<file path="config.mk">
export PLATFORM = sky130hd
export DESIGN_NAME = uart_cmd_parser
export DESIGN_NICKNAME = d
export VERILOG_FILES = /design/src/rtl/uart_cmd_parser.sv
export SDC_FILE = /design/constraint.sdc
export NUM_CORES = 1
export LEC_CHECK = 0
export ABC_AREA = 1
export CORE_ASPECT_RATIO = 1.75
export CORE_MARGIN = 2
export CORE_UTILIZATION = 50
export CTS_BUF_LIST = sky130_fd_sc_hd__clkbuf_4 sky130_fd_sc_hd__clkbuf_8
export DETAILED_ROUTE_END_ITERATION = 8
export DONT_BUFFER_PORTS = 1
export PLACE_DENSITY = 0.67
export SYNTH_ARGS = -nofsm -noshare
export SYNTH_HDL_FRONTEND = slang
export SYNTH_SLANG_ARGS = --single-unit
</file>
<file path="constraint.sdc">
create_clock -name clk_i -period 3.3 [get_ports clk_i]
set_input_delay 0.495 -clock clk_i [delete_from_list [all_inputs] [get_ports clk_i]]
set_output_delay 0.495 -clock clk_i [all_outputs]
set_load 0.02 [all_outputs]
</file>
<file path="src/rtl/uart_cmd_parser.sv">
// ---------------------------------------------------------------------------
// uart_cmd_parser
//
// Turns a stream of UART bytes into framed commands. A frame is
//    0x55, 0xAA, CMD, LEN, LEN payload bytes, CSUM
// where CSUM is the 8-bit sum of CMD, LEN and every payload byte. Payload
// bytes are packed in pairs into 16-bit words (first byte in the high half)
// and handed downstream before the checksum arrives, so downstream must drop
// the frame's words when frame_err_o pulses. A frame that stalls between
// bytes for longer than the timeout is aborted.
//
// Ports
//    clk_i            clock, rising edge
//    rst_ni           asynchronous active-low reset
//    rx_data_i        byte from the UART receiver
//    rx_data_valid_i  rx_data_i holds a byte
//    rx_data_ready_o  parser takes the byte this cycle
//    wr_data_o        assembled payload word
//    wr_valid_o       wr_data_o is valid
//    wr_ready_i       downstream takes the word
//    wr_last_o        word holds the final payload byte of the frame
//    cmd_o            command byte of the current/last frame
//    frame_done_o     one-cycle pulse, frame complete with good checksum
//    frame_err_o      one-cycle pulse, frame aborted
//    err_code_o       01 checksum mismatch, 10 timeout
// ---------------------------------------------------------------------------
module uart_cmd_parser #(
   parameter int CLK_FRE    = 50,
   parameter int TIMEOUT_US = 10000
) (
   input  logic        clk_i,
   input  logic        rst_ni,
   input  logic [7:0]  rx_data_i,
   input  logic        rx_data_valid_i,
   output logic        rx_data_ready_o,
   output logic [15:0] wr_data_o,
   output logic        wr_valid_o,
   input  logic        wr_ready_i,
   output logic        wr_last_o,
   output logic [7:0]  cmd_o,
   output logic        frame_done_o,
   output logic        frame_err_o,
   output logic [1:0]  err_code_o
);

   localparam int TIMEOUT_CYC = CLK_FRE * TIMEOUT_US;
   localparam int CNT_W = (TIMEOUT_CYC > 2) ? $clog2(TIMEOUT_CYC) : 1;
   localparam logic [CNT_W-1:0] CNT_MAX = CNT_W'(TIMEOUT_CYC - 1);

   typedef enum logic [2:0] {
      S_HDR0,
      S_HDR1,
      S_CMD,
      S_LEN,
      S_PAYLOAD,
      S_WORD,
      S_CSUM
   } state_t;

   state_t           state_q, state_d;
   logic             ready_q, ready_d;
   logic [15:0]      wr_data_q, wr_data_d;
   logic             wr_last_q, wr_last_d;
   logic [7:0]       cmd_q, cmd_d;
   logic             done_q, done_d;
   logic             err_q, err_d;
   logic [1:0]       err_code_q, err_code_d;
   logic [7:0]       accum_q, accum_d;
   logic [7:0]       remain_q, remain_d;
   logic             odd_q, odd_d;
   logic [CNT_W-1:0] cnt_q, cnt_d;
   logic             accept;
   logic             timeout;

   // All state lives here; every register returns to zero on reset, which
   // also drops any half-built frame or pending word without an error pulse.
   always_ff @(posedge clk_i or negedge rst_ni) begin
      if (!rst_ni) begin
         state_q    <= S_HDR0;
         ready_q    <= 1'b0;
         wr_data_q  <= '0;
         wr_last_q  <= 1'b0;
         cmd_q      <= '0;
         done_q     <= 1'b0;
         err_q      <= 1'b0;
         err_code_q <= '0;
         accum_q    <= '0;
         remain_q   <= '0;
         odd_q      <= 1'b0;
         cnt_q      <= '0;
      end else begin
         state_q    <= state_d;
         ready_q    <= ready_d;
         wr_data_q  <= wr_data_d;
         wr_last_q  <= wr_last_d;
         cmd_q      <= cmd_d;
         done_q     <= done_d;
         err_q      <= err_d;
         err_code_q <= err_code_d;
         accum_q    <= accum_d;
         remain_q   <= remain_d;
         odd_q      <= odd_d;
         cnt_q      <= cnt_d;
      end
   end

   // Next-state logic. remain_q counts payload bytes still to arrive and
   // odd_q says the next payload byte fills the low half of the word. The
   // inter-byte timer is idle in S_HDR0 (nothing to abort) and frozen in
   // S_WORD (backpressure from downstream is not the sender's fault).
   always_comb begin
      state_d    = state_q;
      wr_data_d  = wr_data_q;
      wr_last_d  = wr_last_q;
      cmd_d      = cmd_q;
      done_d     = 1'b0;
      err_d      = 1'b0;
      err_code_d = err_code_q;
      accum_d    = accum_q;
      remain_d   = remain_q;
      odd_d      = odd_q;
      cnt_d      = cnt_q;

      accept  = rx_data_valid_i && ready_q;
      timeout = !accept && (state_q != S_HDR0) && (state_q != S_WORD)
                && (cnt_q == CNT_MAX);

      if (accept || state_q == S_HDR0 || timeout) begin
         cnt_d = '0;
      end else if (state_q != S_WORD) begin
         cnt_d = cnt_q + 1'b1;
      end

      case (state_q)
         S_HDR0: begin
            if (accept && rx_data_i == 8'h55) begin
               state_d = S_HDR1;
            end
         end
         S_HDR1: begin
            if (accept) begin
               if (rx_data_i == 8'hAA) begin
                  state_d = S_CMD;
               end else if (rx_data_i != 8'h55) begin
                  state_d = S_HDR0;
               end
            end
         end
         S_CMD: begin
            if (accept) begin
               cmd_d   = rx_data_i;
               accum_d = rx_data_i;
               state_d = S_LEN;
            end
         end
         S_LEN: begin
            if (accept) begin
               remain_d = rx_data_i;
               accum_d  = accum_q + rx_data_i;
               odd_d    = 1'b0;
               state_d  = (rx_data_i == 8'd0) ? S_CSUM : S_PAYLOAD;
            end
         end
         S_PAYLOAD: begin
            if (accept) begin
               accum_d  = accum_q + rx_data_i;
               remain_d = remain_q - 8'd1;
               if (!odd_q) begin
                  wr_data_d[15:8] = rx_data_i;
                  if (remain_q == 8'd1) begin
                     // Odd-length frame: final byte goes out zero-padded.
                     wr_data_d[7:0] = 8'h00;
                     wr_last_d      = 1'b1;
                     state_d        = S_WORD;
                  end else begin
                     odd_d = 1'b1;
                  end
               end else begin
                  wr_data_d[7:0] = rx_data_i;
                  wr_last_d      = (remain_q == 8'd1);
                  odd_d          = 1'b0;
                  state_d        = S_WORD;
               end
            end
         end
         S_WORD: begin
            if (wr_ready_i) begin
               wr_last_d = 1'b0;
               state_d   = (remain_q == 8'd0) ? S_CSUM : S_PAYLOAD;
            end
         end
         S_CSUM: begin
            if (accept) begin
               if (rx_data_i == accum_q) begin
                  done_d = 1'b1;
               end else begin
                  err_d      = 1'b1;
                  err_code_d = 2'b01;
               end
               state_d = S_HDR0;
            end
         end
         default: begin
            state_d = S_HDR0;
         end
      endcase

      if (timeout) begin
         state_d    = S_HDR0;
         err_d      = 1'b1;
         err_code_d = 2'b10;
      end

      // Ready is registered: it follows where the FSM is heading, so it is
      // already low in the first cycle a word is offered.
      ready_d = (state_d != S_WORD);
   end

   assign rx_data_ready_o = ready_q;
   assign wr_data_o       = wr_data_q;
   assign wr_valid_o      = (state_q == S_WORD);
   assign wr_last_o       = wr_last_q;
   assign cmd_o           = cmd_q;
   assign frame_done_o    = done_q;
   assign frame_err_o     = err_q;
   assign err_code_o      = err_code_q;

endmodule

</file>
==> key figures <==
STA
  • Setup WS post-layout: between 1000 and 1500 ps
  • Endpoints failing setup: 0
  • Fin. Hold Viols: 0
  • Setup TNS: 0 ps
  • Slew Limit Fails: 0
  • Clock Skew: 8.30 ps
  • Tmin final: roughly 2200 ps
  • Slew HR: 0.667
  • Slew @ Worst Pin: ~500 ps
  • RSZ-0062 raised after global routing: no
  • Fmax: 454 MHz
  • Period utilisation layout: 0.668

Clock network
  • Clk_lat worst skew: between 300 and 400 ps
  • Clock transition at path regs: roughly 80 ps
  • Buffer count from post-CTS setup fixing: 0
  • Root Buffer: clkbuf_8
  • Clk sinks: just under 70
  • Clock buffer count from CTS: 9
  • CTS tree: yes
  • H-tree depth: 3
  • CTS Buffer Depth: 2

Power and ir drop
  • P_int: about 1.4 mW
  • P per Cell Area: 401 mW/mm^2
  • Seq pwr share: 0.483
  • Logic pwr share: 0.038
  • Pleak: 2.12 nW
  • Sw Ratio: 0.221
  • IR drop worst, VDD: ~0.00029 V
  • Clock network fraction of total power: 0.479
  • Sw Pwr: 0.387 mW

Setup path
  • Critical Path Fanout Max: 13
  • Worst path cell trace: inv_4 > nand3_2 > inv_1
  • WP buf/inv: 2
  • CP required: 2800 ps
  • Crit path largest cell delay: approximately 560 ps
  • Setup Crit Path Kind: flip-flop to output pin
  • CP Capture Type: output pin
  • CP max-delay cell: dfrtp_1
  • CP top delay family: flip-flops
  • Reg-to-reg slack, setup: 1390 ps
  • CP arrival: roughly 1700 ps
  • Worst setup SP type: flip-flop

Detailed routing
  • Avg Vias per Cell: 5.40
  • Final ANT Viol Nets: 0
  • 1st-pass router iterations: 4
  • WL/cell: 15.5 um
  • DRC viols: 0
  • Routed via count: 3338
  • Initial DRC Count: 212
  • Post-Route WL: ~9600 um

Floorplan
  • Site Rows: 43
  • Die height: 123 um
  • Initial core utilization: 0.514
  • Die ar.: around 0.0089 mm^2
  • Die X: 72.2 um
  • Core area: ~0.0079 mm^2
  • Io pins: 43

Synthesis
  • Sequential-to-total area share from yosys stat: 0.425
  • Synthesis Warnings: 0
  • Synthesized net count: between 500 and 600
  • Post-Syn Area: 0.00407 mm^2
  • Cells after Synth: between 500 and 600
  • Synth cell types: 39
  • Seq cells post-synth: 69
  • Avg Inst Size Synth: roughly 7.8 um^2

Outcome
  • Status: finished, final reports clean

Final layout
  • Share of cells above drive strength 1: 0.0985
  • Design Area, Final: 0.00436 mm^2
  • Fill cell count: approximately 730
  • P&R area growth vs syn: 7.26%
  • Final net count: 548
  • Most common cell after layout, fill and taps aside: nand2_1
  • Ant diodes: 0
  • Register area: approximately 0.0017 mm^2
  • Fin util: 0.551
  • Multi-input logic area: roughly 0.002 mm^2
  • Commonest non-fill, non-tap cells in the layout: nand2_1, dfrtp_1, nor2_1

Placement
  • Detailed Place HPWL: around 7200 um
  • Placed cell areas: slightly above 0.004 mm^2
  • Final GP Congestion: between 0.8 and 0.9
  • Port bufs: 0
  • Pre-CTS setup slack: about 1400 ps

Global route
  • GR Overflow Total: 0
  • GRT Total Usage: 0.230
  • Initial antenna violation count: 0
  • Largest net degree at the start of global routing: 70
  • First-pass GRT wire length: between 15000 and 20000 um
  • Number of global-route vias before repair: roughly 3.2k

Flow run
  • Max-cap violations: 0

Min path
  • Worst Hold Class: input port to async pin
[stage by stage]
stage	cells	hold WS (ps)	power [mW]
5_1_grt	618	32.0	1.81
3_3_place_gp	602	201	0.909
2_1_floorplan	521	199	0.898
4_1_cts	618	16.4	1.76
3_5_place_dp	602	201	0.909
6_report	618	8.93	1.75
[layer usage]
metal	track usage	share of wire	vias up
met2	0.428	0.57	61
met5	0	0	-
met3	0.0473	0.036	17
met1	0.245	0.38	1566
li1	-	-	1694
met4	0.0955	0.020	0
[Yosys cell counts, drive strengths merged]
cell | number | area (um^2)
nand2 | 149 | 669
nor2 | 73 | 327
dfrtp | 69 | 1730
inv | 61 | 236
o21ai | 43 | 215
nand3 | 37 | 220
a21oi | 21 | 120
nor3 | 15 | 75.1
ha | 11 | 138
buf | 9 | 81.3
nand4 | 9 | 71.3
a31oi | 5 | 31.3
xor2 | 5 | 43.8
o22ai | 3 | 18.8
nand3b | 2 | 15.0
xnor2 | 2 | 17.5
and3 | 1 | 6.26
clkinv | 1 | 5.00
fa | 1 | 20.0
nor3b | 1 | 7.51
nor4 | 1 | 6.26
o211ai | 1 | 7.51
o21bai | 1 | 7.51
[state kept, by name (all words and copies together), names as in the netlist]
| signal | flops |
|---|---|
| accum_q | 8 |
| cmd_o | 8 |
| cnt_q | 19 |
| err_code_o | 2 |
| frame_done_o | 1 |
| frame_err_o | 1 |
| odd_q | 1 |
| remain_q | 8 |
| rx_data_ready_o | 1 |
| state_q | 3 |
| wr_data_o | 16 |
| wr_last_o | 1 |
[cell families (layout without fill, tap and decap cells)]
family	count (synthesis)	count (layout)	share of synthesized area
simple gates	288	288	0.344
compound gates	74	74	0.0985
buf+inv	71	78	0.0794
flops	69	69	0.425
fa+ha+maj	12	12	0.0388
xor+xnor	7	7	0.0151
[final timing paths]
kind	start	to	depth (start not counted)
setup / recovery	state_q[1]$_DFF_PN0_	wr_valid_o	3
hold / removal	rst_ni	accum_q[3]$_DFFE_PN0P_	1
max in group asynchronous	rst_ni	rx_data_ready_o$_DFF_PN0_	1
min in group clk_i	rx_data_i[2]	accum_q[2]$_DFFE_PN0P_	2
setup reg to reg	state_q[1]$_DFF_PN0_	rx_data_ready_o$_DFF_PN0_	8
hold reg to reg	remain_q[7]$_DFFE_PN0P_	remain_q[7]$_DFFE_PN0P_	2
[power groups by stage]
stage | combinational, mW | clock (mW) | sequential (mW)
5_1_grt | 0.0761 | 0.884 | 0.845
3_3_place_gp | 0.0466 | 0 | 0.862
3_5_place_dp | 0.0474 | 0 | 0.862
6_report | 0.0668 | 0.837 | 0.845
4_1_cts | 0.0684 | 0.849 | 0.845
2_1_floorplan | 0.0358 | 0 | 0.862
[repair_timing]
| action | CTS | global route |
|---|---|---|
| hold buffers | 1 | 0 |
| endpoints found under the setup margin | 0 | 0 |
| endpoints found under the hold margin | 69 | 0 |
| gates resized for setup | 0 | 0 |
[cell type report]
type | count | share of cell area
Tap cell | 90 | 0.0258
Clock buffer | 9 | 0.0284
Inverter | 62 | 0.0554
Timing Repair Buffer | 1 | 0.00631
Sequential cell | 69 | 0.396
Clock inverter | 6 | 0.0258
Multi-Input combinational cell | 381 | 0.462
Note: power is estimated with default switching activity, not from simulation.
